[src/rtl/jedro_1_defines.sv]
// Shared LSU definitions: ctrl encodings, FSM states and request decode helpers.
package jedro_1_defines;

  typedef enum logic [3:0] {
    LSU_LB  = 4'b0000,
    LSU_LH  = 4'b0001,
    LSU_LW  = 4'b0010,
    LSU_LBU = 4'b0100,
    LSU_LHU = 4'b0101,
    LSU_SB  = 4'b1000,
    LSU_SH  = 4'b1001,
    LSU_SW  = 4'b1010
  } lsu_ctrl_e;

  typedef enum logic {
    LSU_IDLE = 1'b0,
    LSU_WAIT = 1'b1
  } lsu_state_e;

  localparam logic [1:0] LSU_W_BYTE = 2'b00;
  localparam logic [1:0] LSU_W_HALF = 2'b01;
  localparam logic [1:0] LSU_W_WORD = 2'b10;

  // The reserved width code 11 is handled like a word access.
  function automatic logic lsu_misaligned(input logic [3:0] ctrl, input logic [1:0] off);
    logic mis;
    mis = 1'b0;
    if (ctrl[1:0] == LSU_W_HALF) mis = off[0];
    else if (ctrl[1]) mis = (off != 2'b00);
    return mis;
  endfunction

endpackage

[src/rtl/jedro_1_lsu_ld_align.sv]
// Combinational load lane select and sign/zero extension; zero latency.
module jedro_1_lsu_ld_align
  import jedro_1_defines::*;
#(
  parameter int DATA_WIDTH = 32
) (
  input  logic [DATA_WIDTH-1:0] rdata_i,
  input  logic [1:0]            offset_i,
  input  logic [1:0]            width_i,
  input  logic                  unsigned_i,
  output logic [DATA_WIDTH-1:0] data_o
);

  logic [7:0]  byte_sel;
  logic [15:0] half_sel;

  always_comb begin
    byte_sel = rdata_i[{offset_i, 3'b000} +: 8];
    half_sel = rdata_i[{offset_i[1], 4'b0000} +: 16];
    unique case (width_i)
      LSU_W_BYTE: data_o = {{(DATA_WIDTH-8){~unsigned_i & byte_sel[7]}}, byte_sel};
      LSU_W_HALF: data_o = {{(DATA_WIDTH-16){~unsigned_i & half_sel[15]}}, half_sel};
      default:    data_o = rdata_i;
    endcase
  end

endmodule

[src/rtl/jedro_1_lsu.sv]
// Load/store unit: one outstanding bus access, request edge to stb is 1 cycle, writeback 1 cycle after ack.
// Execute stalls on busy_o; JEDRO_1_LSU_TIMEOUT_EN adds a WAIT-cycle abort counter.
module jedro_1_lsu
  import jedro_1_defines::*;
#(
  parameter int DATA_WIDTH     = 32,
  parameter int ADDR_WIDTH     = 32,
  parameter int TIMEOUT_CYCLES = 16
) (
  input  logic                    clk_i,
  input  logic                    rstn_i,
  input  logic                    ctrl_valid_i,
  input  logic [3:0]              ctrl_i,
  input  logic [ADDR_WIDTH-1:0]   addr_i,
  input  logic [DATA_WIDTH-1:0]   wdata_i,
  input  logic [4:0]              regdest_i,
  output logic                    busy_o,
  output logic                    rf_we_o,
  output logic [DATA_WIDTH-1:0]   rf_wdata_o,
  output logic [4:0]              regdest_o,
  output logic                    misaligned_load_o,
  output logic                    misaligned_store_o,
  output logic                    bus_err_o,
  output logic [DATA_WIDTH/8-1:0] dram_we,
  output logic                    dram_stb,
  output logic [ADDR_WIDTH-1:0]   dram_addr,
  output logic [DATA_WIDTH-1:0]   dram_wdata,
  input  logic [DATA_WIDTH-1:0]   dram_rdata,
  input  logic                    dram_ack,
  input  logic                    dram_err
);

  localparam int NB = DATA_WIDTH / 8;

  lsu_state_e            state_q, state_d;
  logic [NB-1:0]         we_q, we_d;
  logic                  stb_q, stb_d;
  logic [ADDR_WIDTH-1:0] addr_q, addr_d;
  logic [DATA_WIDTH-1:0] wdata_q, wdata_d;
  logic [3:0]            ctrl_q, ctrl_d;
  logic [1:0]            off_q, off_d;
  logic [4:0]            rd_q, rd_d;
  logic                  rf_we_q, rf_we_d;
  logic [DATA_WIDTH-1:0] rf_wdata_q, rf_wdata_d;
  logic                  mis_ld_q, mis_ld_d;
  logic                  mis_st_q, mis_st_d;
  logic                  err_q, err_d;

  logic [NB-1:0]         req_we;
  logic [DATA_WIDTH-1:0] req_wdata;
  logic [DATA_WIDTH-1:0] ld_data;
  logic                  timeout;

  jedro_1_lsu_ld_align #(.DATA_WIDTH(DATA_WIDTH)) u_ld_align (
    .rdata_i    (dram_rdata),
    .offset_i   (off_q),
    .width_i    (ctrl_q[1:0]),
    .unsigned_i (ctrl_q[2]),
    .data_o     (ld_data)
  );

  // Store data is replicated so every enabled lane already carries the right byte.
  always_comb begin
    req_we    = '0;
    req_wdata = wdata_i;
    unique case (ctrl_i[1:0])
      LSU_W_BYTE: begin
        req_wdata = {NB{wdata_i[7:0]}};
        req_we    = NB'(1) << addr_i[1:0];
      end
      LSU_W_HALF: begin
        req_wdata = {(NB/2){wdata_i[15:0]}};
        req_we    = NB'(3) << {addr_i[1], 1'b0};
      end
      default: req_we = '1;
    endcase
    if (!ctrl_i[3]) req_we = '0;
  end

`ifdef JEDRO_1_LSU_TIMEOUT_EN
  localparam int CW = $clog2(TIMEOUT_CYCLES + 1);
  logic [CW-1:0] cnt_q, cnt_d;

  // Held at zero in IDLE, so it starts from zero on every entry to WAIT.
  always_comb begin
    cnt_d = cnt_q;
    if (state_q == LSU_IDLE) cnt_d = '0;
    else if (!dram_ack && !dram_err) cnt_d = cnt_q + 1'b1;
  end

  always_ff @(posedge clk_i) begin
    if (!rstn_i) cnt_q <= '0;
    else         cnt_q <= cnt_d;
  end

  assign timeout = (state_q == LSU_WAIT) && (cnt_q == CW'(TIMEOUT_CYCLES - 1));
`else
  // No abort counter in this build: WAIT lasts until the bus answers.
  if (TIMEOUT_CYCLES < 1) begin : g_timeout_unused
  end
  assign timeout = 1'b0;
`endif

  always_comb begin
    state_d    = state_q;
    we_d       = we_q;
    stb_d      = stb_q;
    addr_d     = addr_q;
    wdata_d    = wdata_q;
    ctrl_d     = ctrl_q;
    off_d      = off_q;
    rd_d       = rd_q;
    rf_we_d    = 1'b0;
    rf_wdata_d = rf_wdata_q;
    mis_ld_d   = 1'b0;
    mis_st_d   = 1'b0;
    err_d      = 1'b0;
    unique case (state_q)
      LSU_IDLE: begin
        if (ctrl_valid_i) begin
          if (lsu_misaligned(ctrl_i, addr_i[1:0])) begin
            mis_st_d = ctrl_i[3];
            mis_ld_d = ~ctrl_i[3];
          end else begin
            state_d = LSU_WAIT;
            stb_d   = 1'b1;
            we_d    = req_we;
            addr_d  = {addr_i[ADDR_WIDTH-1:2], 2'b00};
            wdata_d = req_wdata;
            ctrl_d  = ctrl_i;
            off_d   = addr_i[1:0];
            rd_d    = regdest_i;
          end
        end
      end
      LSU_WAIT: begin
        // An error beats a simultaneous ack.
        if (dram_err || timeout) begin
          state_d = LSU_IDLE;
          stb_d   = 1'b0;
          we_d    = '0;
          err_d   = 1'b1;
        end else if (dram_ack) begin
          state_d = LSU_IDLE;
          stb_d   = 1'b0;
          we_d    = '0;
          if (!ctrl_q[3]) begin
            rf_we_d    = 1'b1;
            rf_wdata_d = ld_data;
          end
        end
      end
      default: state_d = LSU_IDLE;
    endcase
  end

  always_ff @(posedge clk_i) begin
    if (!rstn_i) begin
      state_q    <= LSU_IDLE;
      we_q       <= '0;
      stb_q      <= 1'b0;
      addr_q     <= '0;
      wdata_q    <= '0;
      ctrl_q     <= '0;
      off_q      <= '0;
      rd_q       <= '0;
      rf_we_q    <= 1'b0;
      rf_wdata_q <= '0;
      mis_ld_q   <= 1'b0;
      mis_st_q   <= 1'b0;
      err_q      <= 1'b0;
    end else begin
      state_q    <= state_d;
      we_q       <= we_d;
      stb_q      <= stb_d;
      addr_q     <= addr_d;
      wdata_q    <= wdata_d;
      ctrl_q     <= ctrl_d;
      off_q      <= off_d;
      rd_q       <= rd_d;
      rf_we_q    <= rf_we_d;
      rf_wdata_q <= rf_wdata_d;
      mis_ld_q   <= mis_ld_d;
      mis_st_q   <= mis_st_d;
      err_q      <= err_d;
    end
  end

  assign busy_o             = (state_q == LSU_WAIT);
  assign rf_we_o            = rf_we_q;
  assign rf_wdata_o         = rf_wdata_q;
  assign regdest_o          = rd_q;
  assign misaligned_load_o  = mis_ld_q;
  assign misaligned_store_o = mis_st_q;
  assign bus_err_o          = err_q;
  assign dram_we            = we_q;
  assign dram_stb           = stb_q;
  assign dram_addr          = addr_q;
  assign dram_wdata         = wdata_q;

endmodule
[config.mk]
export PLATFORM = sky130hd
export DESIGN_NAME = jedro_1_lsu
export DESIGN_NICKNAME = d
export VERILOG_FILES = /design/src/rtl/jedro_1_defines.sv /design/src/rtl/jedro_1_lsu_ld_align.sv /design/src/rtl/jedro_1_lsu.sv
export SDC_FILE = /design/constraint.sdc
export NUM_CORES = 1
export LEC_CHECK = 0
export CAP_MARGIN = 20
export CORE_MARGIN = 2
export CORE_UTILIZATION = 46
export CTS_CLUSTER_SIZE = 10
export DETAILED_ROUTE_END_ITERATION = 16
export PLACE_DENSITY = 0.85
export SETUP_SLACK_MARGIN = 0.02
export SLEW_MARGIN = 20
export SYNTH_ARGS = -nofsm -noshare
export SYNTH_HDL_FRONTEND = slang
export SYNTH_HIERARCHICAL = 1
export SYNTH_SLANG_ARGS = --single-unit
[constraint.sdc]
create_clock -name clk_i -period 4 [get_ports clk_i]
set_clock_uncertainty 0.15 [all_clocks]
set_input_delay 0.8 -clock clk_i [delete_from_list [all_inputs] [get_ports clk_i]]
set_output_delay 0.8 -clock clk_i [all_outputs]
set_load 0.005 [all_outputs]
# After elaboration in Yosys (flattened, before gate mapping)
# Cells that the tools add are included.
# totals
ff_bits	115
latchBits	0
mem_bits_rw	0
mem_bits_ro	0
word_cells	67
mem_count	0
# classes
n_addsub	0
n_mul	0
div_mod_pow	0
n_lt_le_gt_ge	0
n_eq_ne	5
shifts	4
n_mux	25
bitwise_logic	11
reduce_logical	9
# op_table
cell	n
$pmux 32 s2	2
$shiftx 32x6->16	1
$shiftx 32x6->8	1
$mux 4	5
$pmux 4 s2	2
$mux 1	14
$not 1->1	9
$reduce_or 4->1	2
$reduce_and 3->1	2
$eq 2x1->1 const B	2
$logic_not 2->1	2
$ne 2x2->1 const B	2
$pmux 1 s2	2
$reduce_and 4->1	1
$shl 1x2->4 const A	1
$shl 2x2->4 const A	1
$ne 3x3->1 const B	1
$and 1x1->1	2
$reduce_and 2->1	1
$reduce_bool 2->1	1

# Longest topological paths before layout
# Gate-level depths: netlist of run 1.
# logic_depth
depth_word	8
ltp_mapped	9

# By module
# Netlist of run 1, hierarchy kept.
# by_module_without_submodules
mod	instances	cells_per_inst	area_per_inst_um2	seq_area_each_um2
jedro_1_lsu	1	551	4595.7	2302.2
jedro_1_lsu_ld_align	1	117	714.4	0.0

# Worst setup path before layout of run 1
# Ideal clock, no wire load.
# synth_timing
kind	input -> register
startpoint	input port dram_rdata[31]
endpoint	register rf_wdata_q[27] (netlist: rf_wdata_o[27])
setup_time_ns	0.122
t_arrival_ns	1.773
required_ns	3.728
path_slack_ns	1.955
path_stages	8
path_buffers	2
path_cell_list	mux2_2 -> a21oi_1 -> and2_1 -> buf_6 -> buf_6 -> a21oi_2 -> nand2_1 -> a21boi_0
# synth_via
elab_chain_len	3
elab_cells_between_ends	5
cone_classes	shift: 2; mux: 1; bitwise: 2
# synth_lines
item	line_no	source
start: declaration	jedro_1_lsu.sv:28	input logic [DATA_WIDTH-1:0] dram_rdata,
$shiftx 32x6->16 or $shiftx 32x6->8 (tied branches)	jedro_1_lsu_ld_align.sv:19, jedro_1_lsu_ld_align.sv:18	
$and 1x1->1, on equally long branches	jedro_1_lsu_ld_align.sv:22, jedro_1_lsu_ld_align.sv:21	
$pmux 32 s2 (*)	jedro_1_lsu_ld_align.sv:20	unique case (width_i)
via ld_data[27]	jedro_1_lsu.sv:51	logic [DATA_WIDTH-1:0] ld_data;
end signal: assignment	jedro_1_lsu.sv:182	rf_wdata_q <= rf_wdata_d;
end: declaration	jedro_1_lsu.sv:44	logic [DATA_WIDTH-1:0] rf_wdata_q, rf_wdata_d;
# The timed path passes the listed nets; every way through them passes the cells marked *.
# A chain may end at the register's enable or synchronous reset.

# Worst setup path after layout of run 1
# layout_timing
startpoint	input port dram_rdata[31]
endpoint	register rf_wdata_q[30] (netlist: rf_wdata_o[30])
# Same word-level chain as after synthesis.

==> impl_results.md, run 1 <==
* Status: finished clean
* Grt ovf at 0
* Post-CTS Hold Fix Bufs at 0
* PD cells at 423 nW/µm²
* Via count at 5452
* Worst reg-to-reg path cell count at 6
* Share of cells above drive strength 1 at 7.63%
* Clk_lat worst skew at 0.39 ns
* Die Height at 111 µm
* Async SR Flop Fraction at 0%
* R2R setup slack at 1.66 ns
* Synth area leaders: dfxtp_1, nand2_1, nand3_1
* RR Startpoint: ctrl_q[0]
* Post-Synth Simple-Gate Area at 26.9%
* Vias in the first global route at 5294
* Clock buffer depth at 2
* Area growth from synthesis to final layout at 52.8%
* Gates resized, CTS repair at 0
* Slew @ Worst Pin at 0.965 ns
* CP max stage delay at 0.67 ns
* Post-Syn Area per Cell at 7.95 µm²
* PortBufs at 218
* Yosys warns at 6
* Num CTS Buffers at 17
* Diodes inserted at 0
* Num rows at 39
* Register area share after synthesis at 43.4%
* Largest family of logic cells by synthesized area: simple AND/OR/NAND/NOR gates
* Core footprint at 11300 µm²
* Largest net degree at the start of global routing at 101
* Routed length per instance at 16.4 µm
* Critical path origin: dram_rdata[31]
* LEAKAGE at 3.29 nW
* Postcts setup bufs at 0
* Endpoints failing hold at 0
* Gr usage total at 26.4%
* Crit-path slowest cell: and2_1
* Placer Congestion at 0.968
* Post-synth top area cell: dfxtp_1
* FF-to-FF End: rf_wdata_o[1]
* Pre-antenna DRT Iters at 5
* Die area at 12400 µm²
* CTS tree: built
* Type of origin of the critical path: input pin
* Initial Utilization at 46.9%
* Setup TNS at 0 ns
* Number of synthesized register bits at 115
* CTS sink cnt at 115
* Final Net Count at 962
* Initial antenna violation count at 0
* Pint at 2.64 mW
* CP Cell Sequence: clkdlybuf4s50_1 -> mux2_2 -> a21oi_1 -> and2_1 -> a21oi_1 -> nand2_1 -> a21boi_0
* Clk slew on worst S/H paths at 0.05 ns
* Switching Power at 789 µW
* Critical Path End: rf_wdata_o[30]
* Most used DFF post-synth: dfxtp_1
* Post-layout minimum cycle time at 2.56 ns
* Compound-Gate Fraction of Synth Area at 17.9%
* Maximum VDD drop at 0.241 mV
* Post-synth cell types at 38
* Post-Syn Area at 5310 µm²
* Die X at 111 µm
* EDFF count, synth at 0
* Initial DRC Count at 328
* RSZ-0062 raised after global routing: false
* Placed cell count at 976
* Gate Count Post-Synth at 668
* Crit-path most repeated cell: a21oi_1
* DRT Wirelength at 16600 µm
* Critical Path Sink Type: flop
* Total number of H-tree levels at 4
* Via/cell ratio at 5.41
* Sequential Power Share at 36.1%
* Detailed-route DRC error count at 0
* Multiplexer area fraction after synthesis at 5.33%
* Hold Crit Class: flop to flop
* Post-Synth Adder-Cell Area at 0%
* Share of the synthesized area in the top cell type at 43.4%
* Antenna-violating nets left at 0
* Worst EP required at 4.13 ns
* CP Max Fanout at 16
* Final HPWL DP at 11600 µm
* Finish-stage setup viols at 0
* Hold depth at 2
* MaxCap Viol Count at 0
* Max Transition Viols Final at 0
* Arr. time, crit path at 2.69 ns
* Crit Path Class: input pin to flop
* Post-Layout Cell Count at 1008
* Fmax at 0.390 GHz
* Slew headroom at 35.7%
* Post-Synth XOR/XNOR Area at 0%
* Clock share of power at 48.5%
* Gate power share at 15.4%
* First-pass GRT wire length at 26700 µm
* Crit share post-route at 64.1%
* I/O pin total at 221
* Net Sw Frac at 23.0%
* CTS root buffer: clkbuf_16
## power groups by stage
stage	sequential, mW	clock (mW)	combinational [mW]
CTS	1.24	1.68	0.526
finish	1.24	1.66	0.528
global route	1.24	1.74	0.572
global placement	1.26	0	0.511
detailed placement	1.26	0	0.522
floorplan	1.26	0	0.253
## per-stage QoR
step	worst slack, ns	utilization (%)	hold slack, ns	cell area [µm²]	power, mW
finish	1.44	71.7	0.296	8110	3.43
global route	1.30	71.7	0.311	8110	3.56
floorplan	1.96	-	0.277	5310	1.51
global placement	1.11	65.9	0.285	7460	1.77
CTS	1.47	71.7	0.298	8110	3.45
detailed placement	1.08	65.9	0.291	7460	1.78
## flip-flops by register name, summed over array words and instances (netlist names)
signal and count:
off_q 2, rf_wdata_o 32, misaligned_load_o 1, dram_wdata 32, regdest_o 5, bus_err_o 1, dram_stb 1, misaligned_store_o 1
ctrl_q 4, dram_we 4, busy_o 1, dram_addr 30, rf_we_o 1
## how the worst min path moves through the flow
stage	slack (ns)	startpoint	endpoint
after floorplan	0.28	ctrl_q[1]	ctrl_q[1]
after global placement	0.29	dram_addr[6]	dram_addr[6]
after detailed placement	0.29	dram_addr[2]	dram_addr[2]
after CTS	0.30	dram_addr[2]	dram_addr[2]
after global routing	0.31	regdest_o[2]	regdest_o[2]
final	0.30	dram_addr[2]	dram_addr[2]
## layout by cell type (no fill, tap or decap), drive strengths merged
| cell type | instances |
|---|---|
| bufinv | 5 |
| mux2i | 17 |
| o21bai | 1 |
| nor4bb | 1 |
| dfxtp | 115 |
| nand3 | 110 |
| clkinv | 3 |
| nor2b | 12 |
| nand2 | 179 |
| and3 | 1 |
| clkbuf | 23 |
| or2 | 1 |
| inv | 3 |
| a31oi | 1 |
| o31ai | 3 |
| and2 | 3 |
| nor4 | 1 |
| nor2 | 10 |
| a21boi | 41 |
| o41ai | 1 |
| nor3b | 2 |
| buf | 11 |
| mux2 | 10 |
| nor3 | 1 |
| o21ai | 26 |
| o22ai | 1 |
| nand2b | 2 |
| o21a | 2 |
| o211a | 16 |
| a22oi | 9 |
| nand4bb | 1 |
| conb | 2 |
| a21oi | 34 |
| clkdlybuf4s50 | 217 |
## layer usage
layer | vias up | global-route usage, % | wire length [µm]
li1 | 2647 | - | -
met1 | 2537 | 31.2 | 6680
met2 | 252 | 45.4 | 8170
met3 | 16 | 8.60 | 1490
met4 | 0 | 8.56 | 220
met5 | - | 0 | 0
## final cells by class
class                   instances  area [µm²]
clock buffers                  23         478
flip-flops and latches        115        2300
clock inverters                 9         174
repair buffers                228        2280
fillers                       871        3210
well taps                     143         179
multi-input cells             488        2690
inverters                       2        7.51
## synthesized netlist by cell type, drive strengths merged, types with 10 or more instances
master,number
dfxtp,115
a21boi,41
a21oi,34
o21ai,26
mux2,10
nor2,10
clkbuf,21
o211a,16
nand2,179
buf,43
nor2b,12
nand3,110
mux2i,17
## worst max-delay path, delay by kind of cell
family,cells,cell delay (ns)
and+or+nand+nor,2,0.76
buffers and inverters,1,0.45
AOI/OAI and AO/OA,3,0.37
muxes,1,0.31
## logic make-up after synthesis
group	count (synthesis)
AND/OR/NAND/NOR	324
AO/OA/AOI/OAI	135
flip-flops	115
buffers and inverters	66
multiplexers	27
other	1
Note: power is estimated with default switching activity, not from simulation.
==> run 2, diff against run 1 <==
--- a/config.mk
+++ b/config.mk
@@ -7,10 +7,10 @@
 export LEC_CHECK = 0
 export CAP_MARGIN = 20
 export CORE_MARGIN = 2
-export CORE_UTILIZATION = 46
+export CORE_UTILIZATION = 43
 export CTS_CLUSTER_SIZE = 10
 export DETAILED_ROUTE_END_ITERATION = 16
-export PLACE_DENSITY = 0.85
+export PLACE_DENSITY = 0.8
 export SETUP_SLACK_MARGIN = 0.02
 export SLEW_MARGIN = 20
 export SYNTH_ARGS = -nofsm -noshare
==> constraint.sdc (replaced) <==
create_clock -name clk_i -period 2.43 [get_ports clk_i]
set_clock_uncertainty 0.15 [all_clocks]
set_input_delay 0.486 -clock clk_i [delete_from_list [all_inputs] [get_ports clk_i]]
set_output_delay 0.486 -clock clk_i [all_outputs]
set_load 0.005 [all_outputs]
==> impl_results.md, run 2 (synthesis results as in run 1) <==
* Status: finished clean (unchanged)
* Critical path origin: off_q[0] (was dram_rdata[31])
* Cell area after layout at 8210 µm² (was 8110 µm²)
* DP Area at 7620 µm² (was 7460 µm²)
* Largest net degree at the start of global routing at 78 (was 101)
* Diodes inserted at 0 (unchanged)
* Total number of H-tree levels at 4 (unchanged)
* Initial DRC Count at 410 (was 328)
* Antenna-violating nets left at 0 (unchanged)
* Num rows at 40 (was 39)
* Pre-antenna DRT Iters at 5 (unchanged)
* DRT Wirelength at 16700 µm (was 16600 µm)
* Initial Utilization at 44.2% (was 46.9%)
* PD cells at 657 nW/µm² (was 423 nW/µm²)
* Final HPWL DP at 12000 µm (was 11600 µm)
* Slew @ Worst Pin at 0.708 ns (was 0.965 ns)
* Finish-stage setup viols at 0 (unchanged)
* Max Transition Viols Final at 0 (unchanged)
* Die X at 115 µm (was 111 µm)
* Num CTS Buffers at 17 (unchanged)
* Slew headroom at 52.7% (was 35.7%)
* Crit share post-route at 89.3%
* RSZ-0062 raised after global routing: false (unchanged)
* First-pass GRT wire length at 26000 µm (was 26700 µm)
* Initial antenna violation count at 0 (unchanged)
* Post-layout util at 68.3% (was 71.7%)
* Area growth from synthesis to final layout at 54.5% (was 52.8%)
* Gr usage total at 25.1% (was 26.4%)
* Maximum VDD drop at 0.515 mV (was 0.241 mV)
* Core footprint at 12000 µm² (was 11300 µm²)
* CTS tree: built (unchanged)
* Worst hold margin at 0.260 ns (was 0.296 ns)
* I/O pin total at 221 (unchanged)
* Via count at 5527 (was 5452)
* Clk slew on worst S/H paths at 0.06 ns (was 0.05 ns)
* Critical Path Sink Type: flop (unchanged)
* CTS sink cnt at 115 (unchanged)
* Gates resized, CTS repair at 0 (unchanged)
* Arr. time, crit path at 2.33 ns (was 2.69 ns)
* Most common cell after layout, fill and taps aside: clkdlybuf4s50_1 (unchanged)
* Die Height at 115 µm (was 111 µm)
* Type of origin of the critical path: flop (was input pin)
* PortBufs at 218 (unchanged)
* Worst reg-to-reg path cell count at 6 (unchanged)
* Grt ovf at 0 (unchanged)
* R2R setup slack at 0.26 ns (was 1.66 ns)
* CTS root buffer: clkbuf_16 (unchanged)
* LEAKAGE at 3.33 nW (was 3.29 nW)
* Most frequent cells in the layout: clkdlybuf4s50_1, nand2_1, dfxtp_1 (unchanged)
* FF-to-FF End: rf_wdata_o[4] (was rf_wdata_o[1])
* MaxCap Viol Count at 0 (unchanged)
* Detailed-route DRC error count at 0 (unchanged)
* Post-CTS Hold Fix Bufs at 0 (unchanged)
* Crit Path Class: flop to flop (was input pin to flop)
* Worst EP required at 2.59 ns (was 4.13 ns)
* Placer Congestion at 0.911 (was 0.968)
* Endpoints failing hold at 0 (unchanged)
* Routed length per instance at 16.3 µm (was 16.4 µm)
* Setup TNS at 0 ns (unchanged)
* Share of cells above drive strength 1 at 8.68% (was 7.63%)
* Via/cell ratio at 5.40 (was 5.41)
* RR Startpoint: off_q[0] (was ctrl_q[0])
* Post-layout minimum cycle time at 2.17 ns
* Die area at 13300 µm² (was 12400 µm²)
* Clock buffer depth at 2 (unchanged)
* Vias in the first global route at 5501 (was 5294)
* Clk_lat worst skew at 0.42 ns (was 0.39 ns)
* Final Net Count at 973 (was 962)
* Hold Crit Class: input pin to flop (was flop to flop)
* Critical Path End: rf_wdata_o[4] (was rf_wdata_o[30])
* Postcts setup bufs at 0 (unchanged)
* CP Max Fanout at 9 (was 16)
* Fmax at 0.461 GHz
[run 2: where the power goes]
part / total [mW] / switching (mW) / internal (mW)
Sequential: 2.04 / 0.0558 / 1.98
Combinational: 0.906 / 0.409 / 0.497
Clock: 2.45 / 0.863 / 1.59
[run 2: stage by stage]
step,worst slack (ns),power [mW],instances
after floorplan,0.692,2.49,669
after global placement,0.0463,2.95,991
after detailed placement,0.0157,2.97,991
after CTS,0.346,5.44,1023
after global routing,0.138,5.61,1023
final,0.260,5.39,1023
[run 2: layout make-up]
type                       count  area, µm²
fill                         996       3800
multi-input combinational    488       2690
timing repair buffer         239       2440
sequential                   115       2300
clock buffer                  24        482
tap                          147        184
clock inverter                 8        101
inverter                       2       7.51
[run 2: worst max-delay path, cell delays in order (launching register included)]
cell and delay, ns:
dfxtp_1 0.46, nor2b_1 0.63, nor2b_1 0.29, a22oi_1 0.28, o21ai_0 0.11, nand2_1 0.08
a21boi_1 0.06
[run 2: worst min path at each step]
stage                 startpoint            to  slack, ns  cells after the start
floorplan              ctrl_q[1]     ctrl_q[1]       0.28                      2
global placement    dram_addr[9]  dram_addr[9]       0.28                      2
detailed placement  dram_addr[7]  dram_addr[7]       0.29                      2
CTS                       rstn_i        busy_o       0.25                      2
global route              rstn_i        busy_o       0.26                      2
finish                    rstn_i        busy_o       0.26                      2
[run 2: routing by layer]
metal	routed length (µm)	global-route usage [%]	share of wire (%)
met5	0	0	0
met1	6490	27.0	39
met4	635	14.2	3.8
met2	7950	42.5	48
met3	1600	9.33	9.6
